## src/rtl/tick_sched_ctrl_if.sv

```systemverilog
// rtl/tick_sched_ctrl_if.sv - timeout-timer control/status bundle for tick_sched_ctrl
//
// Purpose: groups the sale-FSM <-> timing-controller timeout signals.
// Signals:
//   to_start   master->slave  one-cycle pulse, load and start the timeout
//   to_cancel  master->slave  one-cycle pulse, abort the timeout
//   to_pause   master->slave  level, hold the countdown while 1
//   to_load    master->slave  [7:0] timeout seconds sampled on to_start (0 = default)
//   to_remain  slave->master  [7:0] seconds remaining
//   to_busy    slave->master  timer in RUN or HOLD
//   to_expired slave->master  one-cycle pulse when the countdown reaches 0
interface tick_sched_ctrl_if;
  logic       to_start;
  logic       to_cancel;
  logic       to_pause;
  logic [7:0] to_load;
  logic [7:0] to_remain;
  logic       to_busy;
  logic       to_expired;

  modport master (
    output to_start, to_cancel, to_pause, to_load,
    input  to_remain, to_busy, to_expired
  );

  modport slave (
    input  to_start, to_cancel, to_pause, to_load,
    output to_remain, to_busy, to_expired
  );
endinterface

```

## src/rtl/tick_sched_ctrl.sv

```systemverilog
// rtl/tick_sched_ctrl.sv - ms/second/scan tick generator and transaction timeout timer
//
// Purpose: turns the system clock into one-cycle enable pulses (ms tick,
// second tick, display-scan index) and runs the purchase timeout timer.
// Optional macro TICK_FAST_SIM_EN: forces MS_DIV=4 and MS_PER_SEC=10.
// Ports:
//   clk        in   system clock, rising edge
//   rst_n      in   asynchronous active-low reset
//   run_i      in   level, 0 freezes prescaler, second counter and timer
//   tmr        slave modport of tick_sched_ctrl_if (timeout control/status)
//   ms_tick_o  out  one-cycle pulse every MS_DIV cycles
//   sec_tick_o out  one-cycle pulse every MS_PER_SEC ms ticks
//   scan_idx_o out  [2:0] display digit index, wraps at SCAN_DIGITS
module tick_sched_ctrl #(
  parameter int CLK_HZ      = 100000000,
  parameter int MS_PER_SEC  = 1000,
  parameter int SCAN_DIGITS = 8,
  parameter int TIMEOUT_S   = 30
) (
  input  logic                 clk,
  input  logic                 rst_n,
  input  logic                 run_i,
  tick_sched_ctrl_if.slave     tmr,
  output logic                 ms_tick_o,
  output logic                 sec_tick_o,
  output logic [2:0]           scan_idx_o
);

`ifdef TICK_FAST_SIM_EN
  localparam int MS_DIV = 4;
  localparam int MS_SEC = 10;
`else
  localparam int MS_DIV = CLK_HZ / 1000;
  localparam int MS_SEC = MS_PER_SEC;
`endif

  localparam int PRE_W = $clog2(MS_DIV);
  localparam int MS_W  = (MS_SEC > 1) ? $clog2(MS_SEC) : 1;

  localparam logic [PRE_W-1:0] PRE_MAX  = PRE_W'(MS_DIV - 1);
  localparam logic [MS_W-1:0]  MS_MAX   = MS_W'(MS_SEC - 1);
  localparam logic [2:0]       SCAN_MAX = 3'(SCAN_DIGITS - 1);
  localparam logic [7:0]       TO_DFLT  = 8'(TIMEOUT_S);

  typedef enum logic [1:0] {
    ST_IDLE = 2'd0,
    ST_RUN  = 2'd1,
    ST_HOLD = 2'd2
  } state_e;

  state_e           state_q,   state_d;
  logic [PRE_W-1:0] pre_cnt_q, pre_cnt_d;
  logic [MS_W-1:0]  ms_cnt_q,  ms_cnt_d;
  logic [2:0]       scan_q,    scan_d;
  logic [7:0]       remain_q,  remain_d;
  logic             ms_tick_q, ms_tick_d;
  logic             sec_tick_q, sec_tick_d;
  logic             expired_q, expired_d;

  logic             ms_wrap;
  logic             sec_wrap;

  // Wrap conditions are evaluated one cycle ahead of the registered pulses,
  // so the timer acts on the same edge at which sec_tick_o rises.
  assign ms_wrap  = run_i && (pre_cnt_q == PRE_MAX);
  assign sec_wrap = ms_wrap && (ms_cnt_q == MS_MAX);

  always_comb begin
    pre_cnt_d  = pre_cnt_q;
    ms_cnt_d   = ms_cnt_q;
    scan_d     = scan_q;
    ms_tick_d  = ms_wrap;
    sec_tick_d = sec_wrap;
    state_d    = state_q;
    remain_d   = remain_q;
    expired_d  = 1'b0;

    if (run_i) begin
      pre_cnt_d = ms_wrap ? '0 : pre_cnt_q + PRE_W'(1);
    end
    if (ms_wrap) begin
      ms_cnt_d = sec_wrap ? '0 : ms_cnt_q + MS_W'(1);
      scan_d   = (scan_q == SCAN_MAX) ? 3'd0 : scan_q + 3'd1;
    end

    // Priority: cancel > start > pause > decrement. Start/cancel bypass run.
    if (tmr.to_cancel) begin
      state_d  = ST_IDLE;
      remain_d = 8'd0;
    end else if (tmr.to_start) begin
      state_d   = ST_RUN;
      remain_d  = (tmr.to_load == 8'd0) ? TO_DFLT : tmr.to_load;
      // Realign the second boundary so the first decrement is a full second away.
      pre_cnt_d = '0;
      ms_cnt_d  = '0;
    end else if (run_i) begin
      case (state_q)
        ST_RUN: begin
          if (tmr.to_pause) begin
            state_d = ST_HOLD;
          end else if (sec_wrap) begin
            if (remain_q <= 8'd1) begin
              state_d   = ST_IDLE;
              remain_d  = 8'd0;
              expired_d = 1'b1;
            end else begin
              remain_d = remain_q - 8'd1;
            end
          end
        end
        ST_HOLD: begin
          if (!tmr.to_pause) begin
            state_d = ST_RUN;
          end
        end
        default: state_d = ST_IDLE;
      endcase
    end
  end

  always_ff @(posedge clk or negedge rst_n) begin
    if (!rst_n) begin
      state_q    <= ST_IDLE;
      pre_cnt_q  <= '0;
      ms_cnt_q   <= '0;
      scan_q     <= 3'd0;
      remain_q   <= 8'd0;
      ms_tick_q  <= 1'b0;
      sec_tick_q <= 1'b0;
      expired_q  <= 1'b0;
    end else begin
      state_q    <= state_d;
      pre_cnt_q  <= pre_cnt_d;
      ms_cnt_q   <= ms_cnt_d;
      scan_q     <= scan_d;
      remain_q   <= remain_d;
      ms_tick_q  <= ms_tick_d;
      sec_tick_q <= sec_tick_d;
      expired_q  <= expired_d;
    end
  end

  assign ms_tick_o      = ms_tick_q;
  assign sec_tick_o     = sec_tick_q;
  assign scan_idx_o     = scan_q;
  assign tmr.to_remain  = remain_q;
  assign tmr.to_busy    = (state_q != ST_IDLE);
  assign tmr.to_expired = expired_q;

endmodule

```

## src/flat_wrapper.sv

```systemverilog
// flat-port wrapper written by rule: the top's interface ports become plain ports
module tick_sched_ctrl_flat 
#(
  parameter int CLK_HZ      = 100000000,
  parameter int MS_PER_SEC  = 1000,
  parameter int SCAN_DIGITS = 8,
  parameter int TIMEOUT_S   = 30
)
  (clk, rst_n, run_i, ms_tick_o, sec_tick_o, scan_idx_o, tmr_to_start, tmr_to_cancel, tmr_to_pause, tmr_to_load, tmr_to_remain, tmr_to_busy, tmr_to_expired);
  tick_sched_ctrl_if tmr_i ();
  input  logic clk;
  input  logic rst_n;
  input  logic run_i;
  output logic ms_tick_o;
  output logic sec_tick_o;
  output logic [2:0] scan_idx_o;
  input wire logic [$bits(tmr_i.to_start)-1:0] tmr_to_start;
  input wire logic [$bits(tmr_i.to_cancel)-1:0] tmr_to_cancel;
  input wire logic [$bits(tmr_i.to_pause)-1:0] tmr_to_pause;
  input wire logic [$bits(tmr_i.to_load)-1:0] tmr_to_load;
  output wire logic [$bits(tmr_i.to_remain)-1:0] tmr_to_remain;
  output wire logic [$bits(tmr_i.to_busy)-1:0] tmr_to_busy;
  output wire logic [$bits(tmr_i.to_expired)-1:0] tmr_to_expired;
  assign tmr_i.to_start = tmr_to_start;
  assign tmr_i.to_cancel = tmr_to_cancel;
  assign tmr_i.to_pause = tmr_to_pause;
  assign tmr_i.to_load = tmr_to_load;
  assign tmr_to_remain = tmr_i.to_remain;
  assign tmr_to_busy = tmr_i.to_busy;
  assign tmr_to_expired = tmr_i.to_expired;
  tick_sched_ctrl #(.CLK_HZ(CLK_HZ), .MS_PER_SEC(MS_PER_SEC), .SCAN_DIGITS(SCAN_DIGITS), .TIMEOUT_S(TIMEOUT_S)) u_core (.clk(clk), .rst_n(rst_n), .run_i(run_i), .tmr(tmr_i), .ms_tick_o(ms_tick_o), .sec_tick_o(sec_tick_o), .scan_idx_o(scan_idx_o));
endmodule
```

## config.mk

```make
export PLATFORM = sky130hd
export DESIGN_NAME = tick_sched_ctrl_flat
export DESIGN_NICKNAME = d
export VERILOG_FILES = /design/src/rtl/tick_sched_ctrl_if.sv /design/src/rtl/tick_sched_ctrl.sv /design/src/flat_wrapper.sv
export SDC_FILE = /design/constraint.sdc
export NUM_CORES = 1
export LEC_CHECK = 0
export CORE_MARGIN = 3
export CORE_UTILIZATION = 58
export CTS_BUF_LIST = sky130_fd_sc_hd__clkbuf_8
export DETAILED_ROUTE_END_ITERATION = 16
export PLACE_DENSITY = 0.82
export SLEW_MARGIN = 5
export SYNTH_ARGS = -nofsm -noshare
export SYNTH_HDL_FRONTEND = slang
export SYNTH_SLANG_ARGS = --single-unit
```

## constraint.sdc

```tcl
create_clock -name clk -period 5.8 [get_ports clk]
set_input_delay 0.58 -clock clk [delete_from_list [all_inputs] [get_ports clk]]
set_output_delay 0.58 -clock clk [all_outputs]
set_load 0.02 [all_outputs]
```

[Word-level counts from Yosys, hierarchy flattened]
Index checks and enable logic that the tools add are counted.
Operators by class
  $add $sub $neg: 4
  $lt $le $gt $ge: 1
  eq/ne operators: 9
  multiplexer cells: 32
  reduce and logical (&&, ||, !) cells: 9
Operators with widths (count)
  2-to-1 mux 17 bit: 4
  2-to-1 mux 8 bit: 8
  2-to-1 mux 10 bit: 4
  adder 17 x 1 -> 17 bit (second input constant): 1
  == test 17 bit (second input constant): 1
  2-to-1 mux 2 bit: 7
  adder 10 x 1 -> 10 bit (second input constant): 1
  == test 10 bit (second input constant): 1
  != test 5 x 4 -> 1 bit (second input constant): 2
  nonzero test 3 bit: 3
  less-or-equal comparator 8 x 1 -> 1 bit (second input constant): 1
  zero test 8 bit: 1
  AND reduction 4 bit: 2
  subtractor 8 x 1 -> 8 bit (second input constant): 1
  2-to-1 mux 1 bit: 7
  != test 4 bit (second input constant): 1
  case mux 2 bit (2 select lines): 1
  adder 3 x 1 -> 3 bit (second input constant): 1
  == test 3 bit (second input constant): 1
  2-to-1 mux 3 bit: 1
  != test 3 bit (second input constant): 1
  == test 2 x 1 -> 1 bit (second input constant): 1
  == test 2 bit (second input constant): 1
  logical AND 1 bit: 2
  nonzero test 2 bit: 1
Storage, ports and cells
  bits in registers: 43
  input bits: 14
  output and inout port bits: 15
  word-level logic and storage cells: 63

[Logic depth before layout (Yosys ltp)]
  word-level depth: 9
  gate-level depth with buffers: 8
  mapped depth without buffers: 7

[Worst setup path before layout]
Ideal clock, no wire load.
  path kind: register -> register
  start point: register u_core.pre_cnt_q[5]
  end point: register u_core.state_q[1]
  setup time: 0.119 ns
  arrival time: 2.095 ns
  data required time: 5.681 ns
  slack: 3.586 ns
  cell stages (with the launch flop): 7
  buffers on the path: 1
  period minus slack after synthesis: 2.214 ns
  path through: dfrtp_1 > nor4_4 > nand4b_4 > or4_4 > buf_6 > o311a_1 > o21a_1
On the way
  cells in the longest elaborated chain, start to end: 5
Ends and longest elaborated chain
  from (decl): RTL line tick_sched_ctrl.sv:52  | logic [PRE_W-1:0] pre_cnt_q, pre_cnt_d;
  from (signal assigned): RTL line tick_sched_ctrl.sv:133  | pre_cnt_q <= pre_cnt_d;
  == test 17 bit: RTL line tick_sched_ctrl.sv:65  | assign ms_wrap = run_i && (pre_cnt_q == PRE_MAX);
  logical AND 1 bit: RTL line tick_sched_ctrl.sv:65
  logical AND 1 bit: RTL line tick_sched_ctrl.sv:66  | assign sec_wrap = ms_wrap && (ms_cnt_q == MS_MAX);
  != test 5 x 4 -> 1 bit (no source line)
  AND reduction 4 bit (no source line)
  to (signal assigned): RTL line tick_sched_ctrl.sv:132  | state_q <= state_d;
  to (decl): RTL line tick_sched_ctrl.sv:51  | state_e state_q, state_d;
No other way between the ends.
A chain may end at the register's enable or synchronous reset.

[Worst setup path after layout]
  start point: input run_i
  end point: register u_core.remain_q[4], in the netlist u_core.tmr.to_remain[4]
On the way
  cells in the longest elaborated chain, start to end: 4
  elaborated cells between the ends (all ways): 5
  classes of those cells: reduce/logical (5)
Ends and longest elaborated chain
  from (decl): RTL line flat_wrapper.sv:13  | input logic run_i;
  logical AND 1 bit: RTL line tick_sched_ctrl.sv:65
  logical AND 1 bit: RTL line tick_sched_ctrl.sv:66
  nonzero test 3 bit (no source line)
  AND reduction 4 bit (no source line) *
  to (signal assigned): RTL line tick_sched_ctrl.sv:136  | remain_q <= remain_d;
  to (decl): RTL line tick_sched_ctrl.sv:55  | logic [7:0] remain_q, remain_d;
Every way passes the cells marked *; elsewhere a longest branch is shown, timed or not.

==> results <==
- The worst register-to-register path has a setup slack of between 3 and 4 ns.
- After clock tree synthesis, the clock-pin slew on the worst setup and hold paths is roughly 0.090 ns.
- The run finished with clean final reports.
- The area added between synthesis and finish is 15.0%.
- The standard cell with the maximum stage delay on the critical path is sky130_fd_sc_hd__clkdlybuf4s50_1.
- The CTS tree is done.
- Traced cell by cell, the critical path runs through clkdlybuf4s50_1 > and4_1 > nand2_1 > or2_2 > o21ai_1 > mux2_2.
- The total power divided by cell area is between 200 and 250 nW/um^2.
- The floorplan has 23 rows.
- The cell area after layout is 2920 sq um.
- In the final timing run, aggregate negative setup slack is 0 ns.
- The share of flip-flops with an asynchronous set or reset after synthesis is between 90% and 100%.
- The maximum ir drop on the vdd rail is approximately 0.11 mV.
- The clock root buffer is sky130_fd_sc_hd__clkbuf_8.
- The maximum clock frequency is about 360 MHz.
- The count of port buffers added during placement is 28.
- The routability congestion estimate from global placement is between 0.8 and 0.9.
- The startpoint kind of the worst setup timing path is a primary input.
- The number of placed instances, taps included is 352.
- At the pin with the least slew margin, the transition time is just over 0.9 ns.
- The clock arrives with approximately 0.011 ns of skew.
- The final count of pins violating max slew came to 0.
- 29 I/O pins were placed.
- Buffers inserted during clock tree synthesis total 5.
- The worst path buffer plus inverter count is 1.
- The power share of the combinational group is around 17%.
- Sorting the synthesized cells by how often they occur yields sky130_fd_sc_hd__dfrtp_1, sky130_fd_sc_hd__nand2_1, sky130_fd_sc_hd__nor2_1.
- In the final routed layout, each cell accounts on average for 16.0 microns.
- The analysis attributes to net switching a power of approximately 0.19 mW.
- The finished layout holds between 300 and 400 standard cells, fillers aside.
- The first TritonRoute pass finished after 4 iterations.
- The most used flip-flop cell after synthesis is sky130_fd_sc_hd__dfrtp_1.
- The H-tree generated during clock tree synthesis spans 2 levels.
- On the critical path the largest part of the delay comes from simple AND/OR/NAND/NOR gates.
- Clock latency on the worst-skew pair, taken at its later pin, is roughly 0.30 ns.
- The number of antenna violations at the first check in global routing is 0.
- Buffers inserted to repair hold after CTS numbered 0.
- The Yosys step of the flow raised 0 warnings.
- The leakage power summed over all cells is around 1.2 nW.
- The cell count after synthesis came out at between 200 and 300.
- The global-route congestion overflow total is 0.
- The classification of the worst-slack hold path is primary input to asynchronous set/reset pin.
- Subtracting the final worst setup slack from the clock period gives about 2.8 ns.
- For this run, the slowest stage of the critical path takes between 0.6 and 0.7 ns.
- STA puts the critical path data arrival time at 3.00 ns.
- The number of setup buffers added after CTS is 0.
- At the placement stage, the worst setup path has a slack of about 2.7 ns.
- The sum of routed wire length over all layers is 5750 microns.
- The antenna diode instance count is 0.
- The fraction of the yosys area taken by sequential cells is between 40 and 50%.
- Entering global routing, the biggest net connects 44 pins.
- The synthesized design contains 0 enable-type register cells.
- After synthesis the netlist holds a flip-flop and latch count of 43.
- The floorplan step set the die width to around 72 microns.
- Of all cell types, the one taking the most synthesized area is sky130_fd_sc_hd__dfrtp_1.
- Once routing completed, OpenROAD measured the worst setup slack at around 3 ns.
- After detailed routing, the number of vias per cell comes to a little over 6.
- The routed layout has 2,175 vias.
- The final layout contains 332 nets.
- Averaged over all synthesized cells, the footprint is 8.93 sq um.
- The area of the mapped netlist is 2540 sq um.
- The switching portion of total power is 29.6%.
- The critical path is of the primary input to flip-flop type.
- The violation count after the first detailed-route iteration is ~200.
- Summing internal, switching and leakage power gives between 0.6 and 0.7 mW.
- The count of different cell masters after synthesis is between 40 and 50.
- The core area is 4120 sq um.
- The die is a little over 70 microns tall.
- Setup repair after global routing left no endpoint under its margin.
- For this run, design rule violations remaining after detail routing come to 0.
- For the worst setup path, the data required time is ~6 ns.
- The worst-case headroom to the max-slew limit is 37.9%.
- The number of maximum-capacitance violations is 0.
- The die footprint is 5220 sq um.
- The count of nets left with antenna violations once routing finished came out at 0.
- The worst setup path is captured at a flip-flop.
- The portion of the clock cycle consumed by the worst path in the final layout is about 48%.
- The via count of the first global-routing pass is approximately 2.1k.
- The initial utilization of the core area, before any placement, comes to roughly three fifths.
- The number of gates resized after cts is 0.
- The part of the power in registers is roughly 52%.
- The post-placement cell area is 2830 sq um.
- Sorting the synthesized cells by area gives the leading types as sky130_fd_sc_hd__dfrtp_1, sky130_fd_sc_hd__nand2_1, sky130_fd_sc_hd__nor2_1.
- The combined global-route utilization of all metal layers is between 20% and 30%.
- The first global-routing pass estimated 9640 microns of wire.
- The clock sink count is 43.
- The hold violation count in the final report came to 0.
- Of the post-synthesis cell area, the dominant cell type holds around 42%.
- The placed wire-length estimate is about 4000 microns.
- Of the cells placed in the final design, the portion with a size suffix greater than 1 is between 7 and 8%.
- By instance count, the leading cell after synthesis is sky130_fd_sc_hd__dfrtp_1.
- The cell-internal power is around 0.44 mW.
- Setup violations remaining at the end of the flow were counted as 0.
- Per report_power, the clock group accounts for a little under a third of the total.
- When the netlist entered floorplanning its net count stood at just over 300.
- The top fanout value on the critical path is 12.
- The longest clock path from root to sink contains 2 buffers.
==> layer usage <==
layer	track usage, %	up-vias	share of wire (%)	wire, microns
met5	0	-	0	0
met4	6.89	0	1.1	64
met3	4.85	6	5.1	295
met2	38.5	60	48	2770
met1	31.3	1047	46	2620
li1	-	1062	-	-
==> area by class of cell <==
cell class,instances,area (sq um)
multi-input combinational,217,1370
timing repair buffer,28,275
inverter,14,52.6
sequential,43,1080
fill,326,1190
tap,50,62.6
clock buffer,5,68.8
clock inverter,3,23.8
==> cell families after synthesis <==
group           synth area share [%]
compound gates                  10.7
xor+xnor                        7.23
fa+ha+maj                       4.43
buf+inv                         4.03
flops                           42.3
mux                             1.33
simple gates                    30.0
==> registers in the layout, indices dropped and copies added, names as in the netlist <==
| register | flops |
|---|---|
| u_core.tmr.to_expired | 1 |
| u_core.sec_tick_o | 1 |
| u_core.scan_idx_o | 3 |
| u_core.ms_cnt_q | 10 |
| u_core.pre_cnt_q | 17 |
| u_core.ms_tick_o | 1 |
| u_core.state_q | 2 |
| u_core.tmr.to_remain | 8 |
==> final timing paths <==
kind	start	end	cells past startpoint
setup / recovery	run_i	u_core.tmr.to_remain[4]	6
hold / removal	rst_n	u_core.tmr.to_remain[5]	1
setup reg to reg	u_core.tmr.to_remain[0]	u_core.tmr.to_remain[4]	6
hold reg to reg	u_core.scan_idx_o[1]	u_core.scan_idx_o[1]	2
max in group asynchronous	rst_n	u_core.ms_cnt_q[5]	1
min in group clk	u_core.scan_idx_o[1]	u_core.scan_idx_o[1]	2
==> per-stage QoR <==
step / hold slack (ns) / util, %
after floorplan: 0.284 / -
after global placement: 0.499 / 68.8
after global routing: 0.465 / 71.1
after detailed placement: 0.496 / 68.8
after CTS: 0.450 / 71.1
final: 0.410 / 71.1
==> power by group through the flow <==
stage | logic [mW] | registers, mW | clock network [mW]
floorplan | 0.0550 | 0.333 | 0
global route | 0.114 | 0.325 | 0.217
finish | 0.104 | 0.323 | 0.199
detailed placement | 0.102 | 0.329 | 0
CTS | 0.104 | 0.323 | 0.206
global placement | 0.101 | 0.328 | 0
==> layout by cell type (no fill, tap or decap), types with 9 or more instances in the layout <==
cell                              instances
sky130_fd_sc_hd__nor2_1                  32
sky130_fd_sc_hd__xnor2_1                 10
sky130_fd_sc_hd__nand2_1                 34
sky130_fd_sc_hd__inv_1                   14
sky130_fd_sc_hd__xor2_1                  11
sky130_fd_sc_hd__nor3_1                  15
sky130_fd_sc_hd__nand3_1                 15
sky130_fd_sc_hd__dfrtp_1                 43
sky130_fd_sc_hd__ha_1                     9
sky130_fd_sc_hd__clkdlybuf4s50_1         27
(Power assumes the default switching activity.)
